**config.mk**
```make
export PLATFORM = sky130hd
export DESIGN_NAME = inst_fetcher
export DESIGN_NICKNAME = d
export VERILOG_FILES = /design/src/rtl/inst_fetcher.sv
export SDC_FILE = /design/constraint.sdc
export NUM_CORES = 1
export LEC_CHECK = 0
export ABC_AREA = 0
export CORE_MARGIN = 2
export CORE_UTILIZATION = 25
export CTS_BUF_LIST = sky130_fd_sc_hd__clkbuf_4 sky130_fd_sc_hd__clkbuf_8
export CTS_CLUSTER_DIAMETER = 200
export DETAILED_ROUTE_END_ITERATION = 16
export SYNTH_ARGS = -nofsm -noshare
export SYNTH_HDL_FRONTEND = slang
export SYNTH_SLANG_ARGS = --single-unit
```
**constraint.sdc**
```tcl
create_clock -name clk_in -period 10.2 [get_ports clk_in]
set_clock_uncertainty 0.05 [all_clocks]
set_input_delay 2.04 -clock clk_in [delete_from_list [all_inputs] [get_ports clk_in]]
set_output_delay 2.04 -clock clk_in [all_outputs]
set_load 0.02 [all_outputs]
```
**src/rtl/inst_fetcher.sv**
```systemverilog
// Instruction fetcher: one outstanding memory request at a time, static JAL
// prediction, and a small instruction queue feeding the decoder.
module inst_fetcher #(
    parameter int          QUEUE_DEPTH = 4,
    parameter logic [31:0] RESET_PC    = 32'h0
) (
    input  logic        clk_in,
    input  logic        rst_in,
    output logic        mem_req_valid,
    output logic [31:0] mem_req_addr,
    input  logic        mem_resp_valid,
    input  logic [31:0] mem_resp_inst,
    output logic        inst_valid,
    output logic [31:0] inst_out,
    output logic [31:0] inst_pc,
    input  logic        inst_ready,
    input  logic        flush_in,
    input  logic [31:0] flush_pc_in,
    // Fetch state for debug: 0 = IDLE, 1 = WAIT_MEM, 2 = DISCARD.
    output logic [1:0]  dbg_state
);

    localparam int PTR_W = $clog2(QUEUE_DEPTH);
    localparam logic [PTR_W:0] DEPTH_C = (PTR_W + 1)'(QUEUE_DEPTH);
    localparam logic [6:0] OPC_JAL = 7'b1101111;

    typedef enum logic [1:0] {
        IDLE     = 2'd0,
        WAIT_MEM = 2'd1,
        DISCARD  = 2'd2
    } state_t;

    state_t           state, state_nxt;
    logic [31:0]      pc, pc_nxt, req_addr;
    logic [31:0]      q_inst [QUEUE_DEPTH];
    logic [31:0]      q_pc   [QUEUE_DEPTH];
    logic [PTR_W-1:0] head, tail;
    logic [PTR_W:0]   count;
    logic             push, pop, issue;
    logic [31:0]      jal_imm;

    // Handshakes: the request is held until the single-cycle mem_resp_valid
    // pulse completes it; the queue head transfers when inst_valid && inst_ready.
    always_comb begin
        state_nxt = state;
        pc_nxt    = pc;
        push      = 1'b0;
        pop       = 1'b0;
        issue     = 1'b0;
        jal_imm   = {{11{mem_resp_inst[31]}}, mem_resp_inst[31], mem_resp_inst[19:12],
                     mem_resp_inst[20], mem_resp_inst[30:21], 1'b0};
        if (flush_in) begin
            pc_nxt = flush_pc_in;
            case (state)
                // An in-flight request must still be drained before reissuing.
                WAIT_MEM: state_nxt = mem_resp_valid ? IDLE : DISCARD;
                DISCARD:  if (mem_resp_valid) state_nxt = IDLE;
                default:  state_nxt = IDLE;
            endcase
        end else begin
            pop = (count != '0) && inst_ready;
            case (state)
                IDLE: begin
                    if (count < DEPTH_C) begin
                        state_nxt = WAIT_MEM;
                        issue     = 1'b1;
                    end
                end
                WAIT_MEM: begin
                    if (mem_resp_valid) begin
                        push      = 1'b1;
                        state_nxt = IDLE;
                        pc_nxt    = (mem_resp_inst[6:0] == OPC_JAL) ? pc + jal_imm : pc + 32'd4;
                    end
                end
                DISCARD: if (mem_resp_valid) state_nxt = IDLE;
                default: state_nxt = IDLE;
            endcase
        end
    end

    always_ff @(posedge clk_in) begin
        if (rst_in) begin
            state    <= IDLE;
            pc       <= RESET_PC;
            req_addr <= RESET_PC;
            head     <= '0;
            tail     <= '0;
            count    <= '0;
            for (int i = 0; i < QUEUE_DEPTH; i++) begin
                q_inst[i] <= '0;
                q_pc[i]   <= '0;
            end
        end else begin
            state <= state_nxt;
            pc    <= pc_nxt;
            if (issue) req_addr <= pc;
            if (flush_in) begin
                head  <= '0;
                tail  <= '0;
                count <= '0;
            end else begin
                if (push) begin
                    q_inst[tail] <= mem_resp_inst;
                    q_pc[tail]   <= pc;
                    tail         <= tail + 1'b1;
                end
                if (pop) head <= head + 1'b1;
                if (push && !pop)      count <= count + 1'b1;
                else if (!push && pop) count <= count - 1'b1;
            end
        end
    end

    // The issued address stays on the bus even if a flush retargets pc mid-request.
    assign mem_req_valid = (state != IDLE);
    assign mem_req_addr  = (state == IDLE) ? pc : req_addr;
    assign inst_valid    = (count != '0);
    assign inst_out      = q_inst[head];
    assign inst_pc       = q_pc[head];
    assign dbg_state     = state;

endmodule
```
==> run_results.csv <==
group,metric,value,unit
outcome,status,"finished clean",
place,io_buffers,168,
sta,setup_slack,4.69,ns
die,die_h,260,um
sta,worst_pin_slew,1.07,ns
setup_path,cpMaxStageDelayCell,"dfxtp_4",
setup_path,cp-start-kind,"flip-flop",
finish,drive_gt1_share,14.6,%
sta,setup_violations,0,
die,ios,169,
setup_path,r2r_cells,11,
setup_path,cp.arrival,3.42,ns
clock_tree,cts_tree,"done",
detailed_routing,drc,0,
clock_tree,htreeDepth,2,
sta,fin_crit_sh,54.0,%
synthesis,yosys-top-cells-area,"edfxtp_1, dfxtp_1, mux4_2, nor2_1, nand2_1",
sta,rsz0062_at_grt,"false",
die,die_w,260,um
sta,finalMaxSlewViolations,0,
synthesis,synth-seq-cells,331,
die,rows,93,
detailed_routing,avgViaCountPerCell,4.80,
setup_path,end_kind,"primary output",
hold_path,hold_path.class,"reg2reg",
clock_tree,post_cts_resized,0,
synthesis,synthFlopType,"edfxtp_1",
grt,grt_pass1_vias,12400,
clock_tree,cts-hold-fix-buffers,0,
synthesis,syn_avg_cell_area,11.1,um2
setup_path,cp_slowest_stage_delay,0.80,ns
detailed_routing,route.vias.total,12200,
setup_path,crit-reg2reg-launch,"pc[2]$_SDFFE_PP0P_",
sta,setup_tns,0,ns
synthesis,yosys.area_share.simple,14.4,%
detailed_routing,first_iter_violations,883,
sta,max_freq,182,MHz
sta,min_period,5.51,ns
detailed_routing,totalWireLength,53100,um
pwr,vdd_drop_max,0.0683,mV
synthesis,synth_top_family_by_area,"simple AND/OR/NAND/NOR gates",
place,preCtsSetupSlack,4.76,ns
pwr,p_per_area,158,nW/um2
synthesis,synthAdderAreaFrac,2.99,%
sta,relSlewSlack,28.7,%
run,maxCapViolCount,0,
synthesis,yosys-mux-area-fraction,11.3,%
clock_tree,clk_latency,0.64,ns
grt,grt_first_pass_wirelength,79000,um
detailed_routing,wire_per_inst,20.9,um
detailed_routing,antenna_left,0,
grt,overflow,0,
place,post-dp-hpwl,34500,um
synthesis,synth_edf_count,256,
pwr,p_leak,0.00754,uW
synthesis,syn_inst,1486,
clock_tree,cts_setup_buffers,0,
grt,grt_max_degree,73,
detailed_routing,first_pass_iters,7,
finish,syn2layout_area_growth,23.5,%
grt,grt_usage,15.5,%
synthesis,synth-compound-area-share,9.20,%
synthesis,synth_top_area_share,46.8,%
finish,nets,1745,
die,die-area,67800,um2
clock_tree,cts-root-buf,"clkbuf_8",
synthesis,yosysWarningCount,0,
finish,fillCellCount,6606,
setup_path,worstPathMaxFanout,33,
grt,antenna_found_initial,3,
place,place.gp.congestion,0.863,
sta,hold_viol,0,
synthesis,synth.distinct_cells,71,
die,initial_core_util,25.4,%
setup_path,ff2ff_setup_slack,6.58,ns
clock_tree,cts_made_buffers,55,
setup_path,required,8.11,ns
die,fp.coreArea,64700,um2
synthesis,synth_fp_nets,1593,
synthesis,synth_xor_area_share,1.87,%
clock_tree,path_clk_slew,0.06,ns
pwr,total_power,3210,uW
finish,final_cell_mix,"edfxtp_1, nor2_1, nand2_1",
finish,final_common_cell,"edfxtp_1",
setup_path,criticalPathCategory,"reg2out",
clock_tree,cts.path.max_buffers,3,
setup_path,endpoint,"inst_pc[6]",
synthesis,ys_seq_area_share,55.9,%
synthesis,netlist_area,16400,um2
clock_tree,cts.sinks,331,
synthesis,synth_top_area_cell,"edfxtp_1",
setup_path,reg2reg_to,"pc[31]$_SDFFE_PP0P_",
setup_path,path_cells,"buf_4 -> mux4_2 -> clkdlybuf4s50_1",
synthesis,async_reset_ff_share,0,%
==> cells in the mapped netlist, types with 3 or more instances <==
cell	count
o22ai_1	5
o21ai_2	4
edfxtp_1	256
o21ai_1	8
mux2_2	32
or3_1	5
a211oi_1	9
mux2i_1	5
nor2b_1	4
a41oi_1	4
nand2_1	191
clkbuf_1	75
a211o_1	3
xnor2_1	18
nand3_1	23
a31oi_1	11
o21bai_1	4
o21a_1	6
dfxtp_1	75
o21ai_0	32
inv_1	82
nand4_1	13
nor3_1	24
a311oi_1	3
and2_1	4
nand2b_1	7
ha_1	36
xor2_1	17
a221oi_1	3
a21o_1	15
and3_1	14
mux4_2	64
and4_1	3
o221ai_1	3
a32oi_1	3
buf_2	14
nor2_1	250
buf_1	12
a21oi_1	105
o31ai_1	5
==> metal layers <==
metal | GRT usage (%) | share of wire, % | vias up
met4 | 4.29 | 2.1 | 2
li1 | - | - | 5632
met1 | 20.7 | 44 | 6071
met5 | 0 | 0.019 | -
met3 | 2.77 | 6.2 | 72
met2 | 25.9 | 48 | 415
==> state kept, by name, indices dropped and copies added (netlist names), named ones only <==
name / cells
count: 3
dbg_state: 2
head: 2
pc: 32
q_inst: 128
q_pc: 128
req_addr: 32
tail: 2
==> report_power, final <==
| part | internal [uW] | total, uW | switching [uW] |
|---|---|---|---|
| combinational | 147 | 364 | 217 |
| clock | 764 | 1310 | 546 |
| sequential | 1500 | 1530 | 32.3 |
==> worst min-delay path by stage <==
stage / start / endpoint / slack [ns] / depth (start not counted)
after CTS: req_addr[22]$_SDFFE_PP0P_ / req_addr[22]$_SDFFE_PP0P_ / 0.40 / 2
final: req_addr[13]$_SDFFE_PP0P_ / req_addr[13]$_SDFFE_PP0P_ / 0.40 / 2
after detailed placement: req_addr[22]$_SDFFE_PP0P_ / req_addr[22]$_SDFFE_PP0P_ / 0.39 / 2
after global placement: req_addr[21]$_SDFFE_PP0P_ / req_addr[21]$_SDFFE_PP0P_ / 0.39 / 2
after floorplan: req_addr[0]$_SDFFE_PP0P_ / req_addr[0]$_SDFFE_PP0P_ / 0.38 / 2
after global routing: req_addr[22]$_SDFFE_PP0P_ / req_addr[22]$_SDFFE_PP0P_ / 0.41 / 2
==> per-stage QoR <==
step	util (%)	cells	hold WS (ns)	area, um2
floorplan	-	1486	0.384	16400
global placement	29.4	2436	0.390	19000
detailed placement	29.4	2436	0.394	19000
CTS	31.3	2537	0.403	20300
global route	31.4	2538	0.415	20300
finish	31.4	2538	0.403	20300
==> area by class of cell <==
class / instances / area (um2) / share of cell area (%)
flip-flops and latches: 331 / 9200 / 45.3
multi-input cells: 970 / 6580 / 32.4
repair buffers: 198 / 1900 / 9.35
well taps: 855 / 1070 / 5.27
clock buffers: 79 / 968 / 4.77
inverters: 82 / 308 / 1.52
clock inverters: 22 / 264 / 1.30
diodes: 1 / 2.50 / 0.0123
==> kinds of logic after synthesis <==
kind of cell / Yosys count
DFF: 331
AOI/OAI and AO/OA: 241
muxes: 101
and+or+nand+nor: 555
buffers and inverters: 185
xor gates and xnor gates: 35
adders and majority gates: 38
==> critical path, delay by kind of cell, from the launching register on <==
kind	cells	cell delay, ns
buf+inv	2	1.27
mux	1	0.65
flops	1	0.80
(Power assumes the default switching activity.)
